[config.mk]
export PLATFORM = sky130hd
export DESIGN_NAME = tmds_decoder_flat
export DESIGN_NICKNAME = d
export VERILOG_FILES = /design/src/rtl/tmds_pkg.sv /design/src/rtl/tmds_decoder_if.sv /design/src/rtl/tmds_align_fsm.sv /design/src/rtl/tmds_decoder.sv /design/src/flat_wrapper.sv
export SDC_FILE = /design/constraint.sdc
export NUM_CORES = 1
export LEC_CHECK = 0
export CAP_MARGIN = 15
export CORE_MARGIN = 10
export CORE_UTILIZATION = 30
export CTS_BUF_LIST = sky130_fd_sc_hd__clkbuf_4
export CTS_CLUSTER_SIZE = 25
export DETAILED_ROUTE_END_ITERATION = 12
export GPL_TIMING_DRIVEN = 1
export MAX_ROUTING_LAYER = met4
export SKIP_LAST_GASP = 1
export SYNTH_ARGS = -nofsm -noshare
export SYNTH_HDL_FRONTEND = slang
export SYNTH_SLANG_ARGS = --single-unit
[constraint.sdc]
create_clock -name i_clk_pixel -period 1.8 [get_ports i_clk_pixel]
set_clock_uncertainty 0.2 [all_clocks]
set_input_delay 0.36 -clock i_clk_pixel [delete_from_list [all_inputs] [get_ports i_clk_pixel]]
set_output_delay 0.36 -clock i_clk_pixel [all_outputs]
set_load 0.005 [all_outputs]
[src/rtl/tmds_pkg.sv]
// Shared TMDS definitions: symbol width, the four control tokens and the
// receive-side alignment FSM states.
package tmds_pkg;

  localparam int TMDS_W = 10;

  // Control tokens as they appear in the parallel word; bit 0 is sent first.
  localparam logic [TMDS_W-1:0] TOK_CTRL0 = 10'b1101010100;
  localparam logic [TMDS_W-1:0] TOK_CTRL1 = 10'b0010101011;
  localparam logic [TMDS_W-1:0] TOK_CTRL2 = 10'b0101010100;
  localparam logic [TMDS_W-1:0] TOK_CTRL3 = 10'b1010101011;

  typedef enum logic [1:0] {
    SEARCH = 2'd0,
    SETTLE = 2'd1,
    LOCKED = 2'd2
  } align_state_e;

  // Returns {is_token, c1, c0}; anything that is not a token is data.
  function automatic logic [2:0] tmds_token_lookup(input logic [TMDS_W-1:0] sym);
    case (sym)
      TOK_CTRL0: return 3'b100;
      TOK_CTRL1: return 3'b101;
      TOK_CTRL2: return 3'b110;
      TOK_CTRL3: return 3'b111;
      default:   return 3'b000;
    endcase
  endfunction

endpackage

[src/rtl/tmds_decoder_if.sv]
// One TMDS lane between deserializer/sync recovery (master) and decoder (slave).
// Carries the symbol stream, decoded pixel/control output and alignment status.
interface tmds_decoder_if;

  logic                        i_valid;
  logic [tmds_pkg::TMDS_W-1:0] i_symbol;
  logic                        o_valid;
  logic                        o_de;
  logic [7:0]                  o_data;
  logic [1:0]                  o_ctrl;
  logic                        o_locked;
  logic                        o_bitslip;

  modport master (
    output i_valid, i_symbol,
    input  o_valid, o_de, o_data, o_ctrl, o_locked, o_bitslip
  );

  modport slave (
    input  i_valid, i_symbol,
    output o_valid, o_de, o_data, o_ctrl, o_locked, o_bitslip
  );

endinterface

[src/rtl/tmds_align_fsm.sv]
// Word-alignment tracker: counts control-token runs, requests bit-slips, reports lock.
// locked/bitslip registered on the edge that samples the deciding symbol; no backpressure.
module tmds_align_fsm
  import tmds_pkg::*;
#(
  parameter int p_search_window = 2048,
  parameter int p_lock_run      = 8,
  parameter int p_slip_settle   = 16
) (
  input  logic i_clk_pixel,
  input  logic i_rst,
  input  logic sym_vld,
  input  logic sym_tok,
  output logic locked,
  output logic bitslip
);

  localparam int WIN_W = $clog2(p_search_window + 1);
  localparam int RUN_W = $clog2(p_lock_run + 1);
  localparam int SET_W = $clog2(p_slip_settle + 1);

  localparam logic [WIN_W-1:0] WIN_LAST = WIN_W'(p_search_window - 1);
  localparam logic [RUN_W-1:0] RUN_MAX  = RUN_W'(p_lock_run);
  localparam logic [RUN_W-1:0] RUN_QUAL = RUN_W'(p_lock_run - 1);
  localparam logic [SET_W-1:0] SET_LAST = SET_W'(p_slip_settle - 1);

  align_state_e     state, state_nxt;
  logic [WIN_W-1:0] win_cnt, win_cnt_nxt;
  logic [RUN_W-1:0] run_cnt, run_cnt_nxt;
  logic [SET_W-1:0] settle_cnt, settle_cnt_nxt;
  logic             bitslip_nxt;
  logic             tok_vld;
  logic             dat_vld;
  logic             qualify;
  logic             expire;
  logic             settle_done;

  always_comb begin
    tok_vld     = sym_vld & sym_tok;
    dat_vld     = sym_vld & ~sym_tok;
    // A token arriving with the counter one short of (or at) saturation
    // completes a run; it also beats a simultaneous window expiry.
    qualify     = tok_vld && (run_cnt >= RUN_QUAL);
    expire      = sym_vld && !qualify && (win_cnt == WIN_LAST);
    settle_done = (settle_cnt == SET_LAST);
  end

  always_comb begin
    state_nxt   = state;
    bitslip_nxt = 1'b0;
    case (state)
      SEARCH: begin
        if (qualify) begin
          state_nxt = LOCKED;
        end else if (expire) begin
          state_nxt   = SETTLE;
          bitslip_nxt = 1'b1;
        end
      end
      SETTLE: begin
        if (settle_done) begin
          state_nxt = SEARCH;
        end
      end
      LOCKED: begin
        if (expire) begin
          state_nxt = SEARCH;
        end
      end
      default: state_nxt = SEARCH;
    endcase
  end

  always_comb begin
    run_cnt_nxt    = run_cnt;
    win_cnt_nxt    = win_cnt;
    settle_cnt_nxt = '0;

    if (state == SETTLE || state_nxt == SETTLE) begin
      run_cnt_nxt = '0;
    end else if (tok_vld && run_cnt != RUN_MAX) begin
      run_cnt_nxt = run_cnt + 1'b1;
    end else if (dat_vld) begin
      run_cnt_nxt = '0;
    end

    if (state == SETTLE || state_nxt != state || qualify) begin
      win_cnt_nxt = '0;
    end else if (sym_vld) begin
      win_cnt_nxt = win_cnt + 1'b1;
    end

    if (state == SETTLE && !settle_done) begin
      settle_cnt_nxt = settle_cnt + 1'b1;
    end
  end

  always_ff @(posedge i_clk_pixel or posedge i_rst) begin
    if (i_rst) begin
      state      <= SEARCH;
      win_cnt    <= '0;
      run_cnt    <= '0;
      settle_cnt <= '0;
      locked     <= 1'b0;
      bitslip    <= 1'b0;
    end else begin
      state      <= state_nxt;
      win_cnt    <= win_cnt_nxt;
      run_cnt    <= run_cnt_nxt;
      settle_cnt <= settle_cnt_nxt;
      locked     <= (state_nxt == LOCKED);
      bitslip    <= bitslip_nxt;
    end
  end

endmodule

[src/rtl/tmds_decoder.sv]
// One-lane TMDS receive decoder with word alignment via tmds_align_fsm.
// Two-cycle decode pipeline, one symbol per cycle, no backpressure.
module tmds_decoder
  import tmds_pkg::*;
#(
  parameter int p_search_window = 2048,
  parameter int p_lock_run      = 8,
  parameter int p_slip_settle   = 16
) (
  input  logic           i_clk_pixel,
  input  logic           i_rst,
  tmds_decoder_if.slave  lane
);

  logic       in_tok;
  logic [1:0] in_ctrl;
  logic [7:0] in_d;
  logic       locked;
  logic       bitslip;

  logic       s1_vld;
  logic       s1_tok;
  logic [1:0] s1_ctrl;
  logic [7:0] s1_d;
  logic       s1_xor_sel;
  logic [7:0] s1_dec;

  logic       out_vld;
  logic       out_de;
  logic [7:0] out_dat;
  logic [1:0] out_ctrl;

  always_comb begin
    {in_tok, in_ctrl} = tmds_token_lookup(lane.i_symbol);
    in_d              = lane.i_symbol[9] ? ~lane.i_symbol[7:0] : lane.i_symbol[7:0];
  end

  tmds_align_fsm #(
    .p_search_window (p_search_window),
    .p_lock_run      (p_lock_run),
    .p_slip_settle   (p_slip_settle)
  ) u_align (
    .i_clk_pixel (i_clk_pixel),
    .i_rst       (i_rst),
    .sym_vld     (lane.i_valid),
    .sym_tok     (in_tok),
    .locked      (locked),
    .bitslip     (bitslip)
  );

  // Only symbols accepted while already locked enter the pipeline.
  always_ff @(posedge i_clk_pixel or posedge i_rst) begin
    if (i_rst) begin
      s1_vld     <= 1'b0;
      s1_tok     <= 1'b0;
      s1_ctrl    <= '0;
      s1_d       <= '0;
      s1_xor_sel <= 1'b0;
    end else begin
      s1_vld <= lane.i_valid & locked;
      if (lane.i_valid) begin
        s1_tok     <= in_tok;
        s1_ctrl    <= in_ctrl;
        s1_d       <= in_d;
        s1_xor_sel <= lane.i_symbol[8];
      end
    end
  end

  always_comb begin
    s1_dec    = '0;
    s1_dec[0] = s1_d[0];
    for (int i = 1; i < 8; i++) begin
      s1_dec[i] = s1_xor_sel ? (s1_d[i] ^ s1_d[i-1]) : ~(s1_d[i] ^ s1_d[i-1]);
    end
  end

  // o_ctrl only moves on tokens so downstream sync recovery sees a stable value.
  always_ff @(posedge i_clk_pixel or posedge i_rst) begin
    if (i_rst) begin
      out_vld  <= 1'b0;
      out_de   <= 1'b0;
      out_dat  <= '0;
      out_ctrl <= '0;
    end else begin
      out_vld <= s1_vld;
      if (s1_vld) begin
        out_de  <= ~s1_tok;
        out_dat <= s1_tok ? 8'h00 : s1_dec;
        if (s1_tok) begin
          out_ctrl <= s1_ctrl;
        end
      end
    end
  end

  assign lane.o_valid   = out_vld;
  assign lane.o_de      = out_de;
  assign lane.o_data    = out_dat;
  assign lane.o_ctrl    = out_ctrl;
  assign lane.o_locked  = locked;
  assign lane.o_bitslip = bitslip;

endmodule
[src/flat_wrapper.sv]
// flat-port wrapper written by rule: the top's interface ports become plain ports
module tmds_decoder_flat import tmds_pkg::*;
#(
  parameter int p_search_window = 2048,
  parameter int p_lock_run      = 8,
  parameter int p_slip_settle   = 16
)
  (i_clk_pixel, i_rst, lane_i_valid, lane_i_symbol, lane_o_valid, lane_o_de, lane_o_data, lane_o_ctrl, lane_o_locked, lane_o_bitslip);
  tmds_decoder_if lane_i ();
  input  logic i_clk_pixel;
  input  logic i_rst;
  input wire logic [$bits(lane_i.i_valid)-1:0] lane_i_valid;
  input wire logic [$bits(lane_i.i_symbol)-1:0] lane_i_symbol;
  output wire logic [$bits(lane_i.o_valid)-1:0] lane_o_valid;
  output wire logic [$bits(lane_i.o_de)-1:0] lane_o_de;
  output wire logic [$bits(lane_i.o_data)-1:0] lane_o_data;
  output wire logic [$bits(lane_i.o_ctrl)-1:0] lane_o_ctrl;
  output wire logic [$bits(lane_i.o_locked)-1:0] lane_o_locked;
  output wire logic [$bits(lane_i.o_bitslip)-1:0] lane_o_bitslip;
  assign lane_i.i_valid = lane_i_valid;
  assign lane_i.i_symbol = lane_i_symbol;
  assign lane_o_valid = lane_i.o_valid;
  assign lane_o_de = lane_i.o_de;
  assign lane_o_data = lane_i.o_data;
  assign lane_o_ctrl = lane_i.o_ctrl;
  assign lane_o_locked = lane_i.o_locked;
  assign lane_o_bitslip = lane_i.o_bitslip;
  tmds_decoder #(.p_search_window(p_search_window), .p_lock_run(p_lock_run), .p_slip_settle(p_slip_settle)) u_core (.i_clk_pixel(i_clk_pixel), .i_rst(i_rst), .lane(lane_i));
endmodule
# ---- Yosys cells after proc, flatten, opt, wreduce, memory -nomap -nowiden
# Cells that the tools add are included.
# Widths: inputs -> output; s select.
dict set report totals {
  ff_bits 50
  latch_bits 0
  ram_bits 0
  romBits 0
  input_bits 13
  out_inout_bits 14
  wordCells 89
  memories 0
}
dict set report classes {
  add_sub_neg 3
  multipliers 0
  div 0
  n_lt_le_gt_ge 1
  n_eq_ne 12
  shifts 0
  n_mux 24
  bitwise_logic 20
  reduce_logical 14
}
# cell n
set op_table {}
lappend op_table {{$mux 12} 2}
lappend op_table {{$eq 10x10->1 const B} 2}
lappend op_table {{$mux 8} 2}
lappend op_table {{$add 12x1->12 const B} 1}
lappend op_table {{$eq 12x11->1 const B} 1}
lappend op_table {{$mux 4} 3}
lappend op_table {{$pmux 3 s4} 1}
lappend op_table {{$eq 10x8->1 const B} 1}
lappend op_table {{$eq 10x9->1 const B} 1}
lappend op_table {{$mux 1} 10}
lappend op_table {{$not 1->1} 9}
lappend op_table {{$mux 2} 4}
lappend op_table {{$not 8->8} 1}
lappend op_table {{$xor 1x1->1} 7}
lappend op_table {{$pmux 2 s3} 1}
lappend op_table {{$add 5x1->5 const B} 1}
lappend op_table {{$eq 5x4->1 const B} 1}
lappend op_table {{$logic_and 1x1->1} 5}
lappend op_table {{$mux 5} 1}
lappend op_table {{$add 4x1->4 const B} 1}
lappend op_table {{$eq 2x1->1 const B} 2}
lappend op_table {{$eq 2x2->1 const B} 2}
lappend op_table {{$ge 4x3->1 const B} 1}
lappend op_table {{$ne 4x4->1 const B} 1}
lappend op_table {{other kinds (8)} 13}

# ---- Depth between registers and ports, before layout
dict set report depth {
  depth_word 14
  mapped_depth 6
  ltp_nobuf 6
}

# ---- Hierarchy
# A second synthesis with hierarchy kept.
dict set report hier_totals {
  cells_unflattened 226
  area_unflattened_um2 2392.3
}
# mod n_inst cells_per_inst area_per_inst_um2 seq_area_each_um2
set by_module_without_submodules {}
lappend by_module_without_submodules {tmds_align_fsm 1 122 1246.2 625.6}
lappend by_module_without_submodules {tmds_decoder 1 104 1146.1 625.6}

# ---- Worst setup path after synthesis
# No wires, ideal clock.
dict set report synth_timing {
  path_kind {reg-to-reg}
  from {register u_core.u_align.win_cnt[0]}
  to {register u_core.u_align.run_cnt[0]}
  t_arrival_ps 1319
  required_ps 1466
  setup_slack_ps 147
  stages_incl_launch_ff 7
  period_less_slack_ps 1653
  path_cell_list {dfrtp_1 -> ha_1 -> and4_1 -> buf_2 -> nand4bb_2 -> o32ai_2 -> nor3_1}
}
dict set report synth_via {
  elab_chain_cells 8
  word_cells_on_any_way 10
  cone_classes {2 x eq/ne; 5 x mux; 3 x reduce/logical}
}
# item line
set synth_lines {}
lappend synth_lines {{start, declared} tmds_align_fsm.sv:28} ;# logic [WIN_W-1:0] win_cnt, win_cnt_nxt;
lappend synth_lines {{start signal, assigned} tmds_align_fsm.sv:108} ;# win_cnt <= win_cnt_nxt;
lappend synth_lines {{$eq 12x11->1 (*)} tmds_align_fsm.sv:44} ;# expire = sym_vld && !qualify && (win_cnt == WIN_LAST);
lappend synth_lines {{$logic_and 1x1->1 (*)} tmds_align_fsm.sv:44}
lappend synth_lines {{$mux 2} tmds_align_fsm.sv:55} ;# end else if (expire) begin
lappend synth_lines {{$mux 2} tmds_align_fsm.sv:53} ;# if (qualify) begin
lappend synth_lines {{$pmux 2 s3 (*)} tmds_align_fsm.sv:51} ;# case (state)
lappend synth_lines {{$eq 2x1->1 (*)} tmds_align_fsm.sv:79} ;# if (state == SETTLE || state_nxt == SETTLE) begin
lappend synth_lines {{$logic_or 1x1->1 (*)} tmds_align_fsm.sv:79}
lappend synth_lines {{$reduce_bool 3->1 (no source line) or $mux 4 (tied branches)} n/a}
lappend synth_lines {{end signal, assigned} tmds_align_fsm.sv:109} ;# run_cnt <= run_cnt_nxt;
lappend synth_lines {{end, declared} tmds_align_fsm.sv:29} ;# logic [RUN_W-1:0] run_cnt, run_cnt_nxt;
# Every way passes the cells marked *; elsewhere a longest branch is shown, timed or not.
# A chain may end at the register's enable or synchronous reset.

# ---- Worst setup path after layout
dict set report layout_timing {
  from {input port lane_i_valid}
  to {register u_core.u_align.win_cnt[7]}
}
dict set report layout_via {
  elab_chain_cells 12
  word_cells_on_any_way 14
  cone_classes {1 x eq/ne; 5 x mux; 1 x bitwise; 7 x reduce/logical}
}
# item line
set layout_lines {}
lappend layout_lines {{start, declared} flat_wrapper.sv:12} ;# input wire logic [$bits(lane_i.i_valid)-1:0] lane_i_valid;
lappend layout_lines {{$and 1x1->1} tmds_align_fsm.sv:39} ;# tok_vld = sym_vld & sym_tok;
lappend layout_lines {{$logic_and 1x1->1} tmds_align_fsm.sv:43} ;# qualify = tok_vld && (run_cnt >= RUN_QUAL);
lappend layout_lines {{$logic_not 1->1} tmds_align_fsm.sv:44}
lappend layout_lines {{$logic_and 1x1->1 (2 in series)} tmds_align_fsm.sv:44}
lappend layout_lines {{$mux 2} tmds_align_fsm.sv:55}
lappend layout_lines {{$mux 2} tmds_align_fsm.sv:53}
lappend layout_lines {{$pmux 2 s3} tmds_align_fsm.sv:51}
lappend layout_lines {{$ne 2x2->1} tmds_align_fsm.sv:87} ;# if (state == SETTLE || state_nxt != state || qualify) begin
lappend layout_lines {{$logic_or 1x1->1 (2 in series)} tmds_align_fsm.sv:87}
lappend layout_lines {{$mux 12 or $reduce_bool 2->1 (tied branches)} n/a}
# Parallel ways exist; a longest one is shown, timed or not.

==> summary.txt <==
Synthesis
  • Synth Area in XOR/XNOR: 12.3%
  • Syn nets: 244
  • Largest family of logic cells by synthesized area: simple AND/OR/NAND/NOR gates
  • Post-synthesis mux area share: 3.52%
  • Syn_area_per_cell: 10.7 µm²
  • Sequential-to-total area share from yosys stat: 51.7%
  • Compound-Gate Fraction of Synth Area: 7.55%
  • Post-Synth Simple-Gate Area: 17.5%
  • Mapped Cells: 226
  • Synth warn: 0
  • Yosys reg bits: 50
  • Distinct cells, synth: 35
  • Mapped Area: 2420 µm²
  • Adder-Cell Fraction of Synth Area: 2.59%

Layout
  • Area grow syn2layout: 27.5%
  • Most common cell after layout, fill and taps aside: dfrtp_1
  • Most frequent cells in the layout: 50 x dfrtp_1, 27 x xnor2_1, 21 x buf_4
  • Final Core Density: 39.7%
  • Final nets: 291
  • Final Instance Count excl. Fillers: 377
  • Filler instances: 766
  • Layout cell share with drive strength beyond 1: 18.6%

Route
  • Initial drt markers: 77
  • DR WL met2: 2390 µm
  • Drt wl/cell: 13.2 µm
  • Wl on met1: 2160 µm
  • Total vias in the final route: 1,731
  • Via density: 4.59
  • Antenna-violating nets left: 0
  • DRT Wirelength: 4990 µm
  • Top Layer Used: met4
  • WL met3: 333 µm
  • 1st-pass router iterations: 6
  • Drt drc: 0

STA
  • Fmax: 0.566 GHz
  • Measured slew at the worst slew-check pin: 0.396 ns
  • Slew headroom: 73.6%
  • Final setup fails: 0
  • Crit path time final: 1.77 ns
  • Final hold violations: 0
  • Slew Viols, Final: 0
  • Final Cycle Share: 98.1%
  • Final worst slack: 0.0336 ns

Floorplan
  • Die X: 110 µm
  • Core area: 7770 µm²
  • Die Y: 110 µm
  • Die area: 12,100 µm²
  • IO Pins: 27
  • Row count: 32
  • Starting Density: 31.1%

Power and ir drop
  • Pleak: 1.37 nW
  • Register share of total power: 55.9%
  • Max IR drop VDD: 0.332 mV
  • Clock power share: 23.6%
  • Combinational share of power: 20.5%
  • Pwr Density: 766 nW/µm²
  • P_int: 0.00164 W
  • Psw: 0.000725 W
  • Switching portion of total power: 30.7%

Place
  • Port-buffer cells: 26
  • Placed Cells: 364
  • Place WS: -0.409 ns
  • Detailed Place HPWL: 3520 µm
  • Placer Congestion: 0.783

GRT
  • GR Overflow Total: 0
  • GRT Overall Usage: 9.01%
  • Largest net degree at the start of global routing: 51
  • Initial antenna violation count: 1
  • Vias in the first global route: 1,766
  • First-pass GRT wire length: 8440 µm

Clocking
  • Clock sink count: 50
  • Clock root buffer: clkbuf_4
  • CTS Buf Count: 5
  • CTS tree: built
  • CTS H-Tree Depth: 2
  • Clock tree buffer depth: 2
  • Clk Latency, worst-skew pair: 0.39 ns
  • Clock Pin Slew Worst Setup and Hold Paths: 0.17 ns
  • CTS hold repair buffers: 0

Worst setup path
  • R2R depth: 6
  • Reg-to-Reg Start: u_core.u_align.win_cnt[1]
  • Req. time, crit path: 1.88 ns
  • Nature of the critical path endpoint: register
  • Startpoint types: input port
  • Worst-path fanout max: 13
  • Crit path largest cell delay: 0.52 ns
  • Crit path DAT: 1.84 ns
  • Critical R2R Capture: u_core.u_align.win_cnt[10]
  • Top delay family on crit path: buffers and inverters
  • Number of buffers and inverters on the critical path: 3
  • Slowest stage cell, crit path: clkdlybuf4s50_1
  • Flop2flop setup slack: 0.10 ns
  • Sequence of cells on the critical path: clkdlybuf4s50_1, buf_4, inv_1, nor2_1, o21a_2, nor3_1
  • CP Class: in -> reg

Outcome
  • Status: finished clean

Run
  • Total of max-cap violations: 0

Min path
  • HP Class: in -> async
## power by group through the flow
stage | registers, W | clock network, W | logic (W)
floorplan | 0.00130 | 0 | 0.000348
global placement | 0.00134 | 0 | 0.000464
detailed placement | 0.00134 | 0 | 0.000471
CTS | 0.00132 | 0.000589 | 0.000473
global route | 0.00134 | 0.000638 | 0.000554
finish | 0.00132 | 0.000558 | 0.000484
## synthesized netlist by cell type
cell type	instances	area share, %
a21oi_1	14	2.9
and2_1	1	0.26
and3_1	2	0.52
and4_1	2	0.72
and4bb_4	1	0.67
buf_2	2	0.41
buf_8	1	0.62
clkbuf_1	7	1.1
clkbuf_2	1	0.21
dfrtp_1	50	52
ha_1	5	2.6
inv_1	16	2.5
mux2_2	4	1.9
mux2i_1	4	1.7
nand2_1	7	1.1
nand2b_1	3	0.78
nand3_1	5	1.0
nand3b_1	2	0.62
nand4_1	4	1.0
nand4b_1	1	0.36
nand4bb_1	1	0.47
nand4bb_2	1	0.67
nor2_1	18	2.8
nor2b_1	2	0.52
nor3_1	19	3.9
nor3b_1	2	0.62
nor4_1	2	0.52
nor4_4	1	0.88
o21a_4	1	0.62
o21ai_0	3	0.62
o22ai_1	8	2.1
o32ai_2	1	0.67
o41ai_2	1	0.67
xnor2_1	27	9.8
xor2_1	7	2.5
## cell families (layout without fill, tap and decap cells)
family / Yosys count / in the layout
AO/OA/AOI/OAI: 28 / 29
flip-flops: 50 / 50
other: 0 / 1
buffers and inverters: 27 / 74
XOR/XNOR: 34 / 34
adder cells (fa/ha/maj): 5 / 5
multiplexers: 8 / 8
AND/OR/NAND/NOR: 74 / 74
## worst reg2reg max path: stages, from the launching register on
cell and delay [ns]:
dfrtp_1 0.43, ha_1 0.20, and4_2 0.26, buf_4 0.16
nand4_1 0.10, xor2_1 0.19, nor3_2 0.06
## routing by layer
layer	vias to the layer above	track usage, %
met1	823	10.4
met4	0	4.46
met3	7	2.69
met5	-	-
met2	34	13.9
li1	867	-
## how the worst max path moves through the flow
stage	depth (start not counted)	endpoint	start	slack (ns)
2_1_floorplan	1	u_core.lane.o_ctrl[0]	i_rst	0.04
3_3_place_gp	6	u_core.u_align.win_cnt[4]	lane_i_symbol[6]	-0.36
3_5_place_dp	6	u_core.u_align.win_cnt[4]	lane_i_symbol[6]	-0.41
4_1_cts	6	u_core.u_align.win_cnt[10]	lane_i_symbol[6]	0.02
5_1_grt	6	u_core.u_align.run_cnt[1]	u_core.u_align.run_cnt[0]	-0.007
6_report	6	u_core.u_align.win_cnt[7]	lane_i_valid	0.03
## state kept, by name, summed over array words and instances, names as in the netlist, 2 cells and up
| name | flops |
|---|---|
| u_core.s1_ctrl | 2 |
| u_core.u_align.settle_cnt | 5 |
| u_core.u_align.state | 2 |
| u_core.lane.o_data | 8 |
| u_core.lane.o_ctrl | 2 |
| u_core.s1_d | 8 |
| u_core.u_align.run_cnt | 4 |
| u_core.u_align.win_cnt | 12 |
## layout make-up
cell class / count / area (µm²) / share of cell area (%)
multi-input cells: 150 / 1120 / 36.4
clock inverters: 3 / 28.8 / 0.933
inverters: 16 / 60.1 / 1.95
well taps: 102 / 128 / 4.14
clock buffers: 5 / 37.5 / 1.22
repair buffers: 50 / 454 / 14.7
flip-flops and latches: 50 / 1250 / 40.6
diodes: 1 / 2.50 / 0.0811
## through the flow
stage	TNS, ns	hold slack (ns)	cell area [µm²]	power [W]
6_report	0	0.0982	3080	0.00236
3_5_place_dp	-8.37	0.256	2930	0.00181
2_1_floorplan	0	0.173	2420	0.00164
3_3_place_gp	-7.36	0.247	2930	0.00180
5_1_grt	-0.0117	0.113	3080	0.00253
4_1_cts	0	0.107	3000	0.00238
## what timing repair did
| action | 4_1_cts | 5_1_grt |
|---|---|---|
| pin swaps | 0 | 3 |
| setup buffers | 2 | 1 |
| gates cloned | 0 | 1 |
| gates resized for setup | 14 | 11 |
| endpoints found under the setup margin | 14 | 18 |
Power figures use the tool's default switching activity.
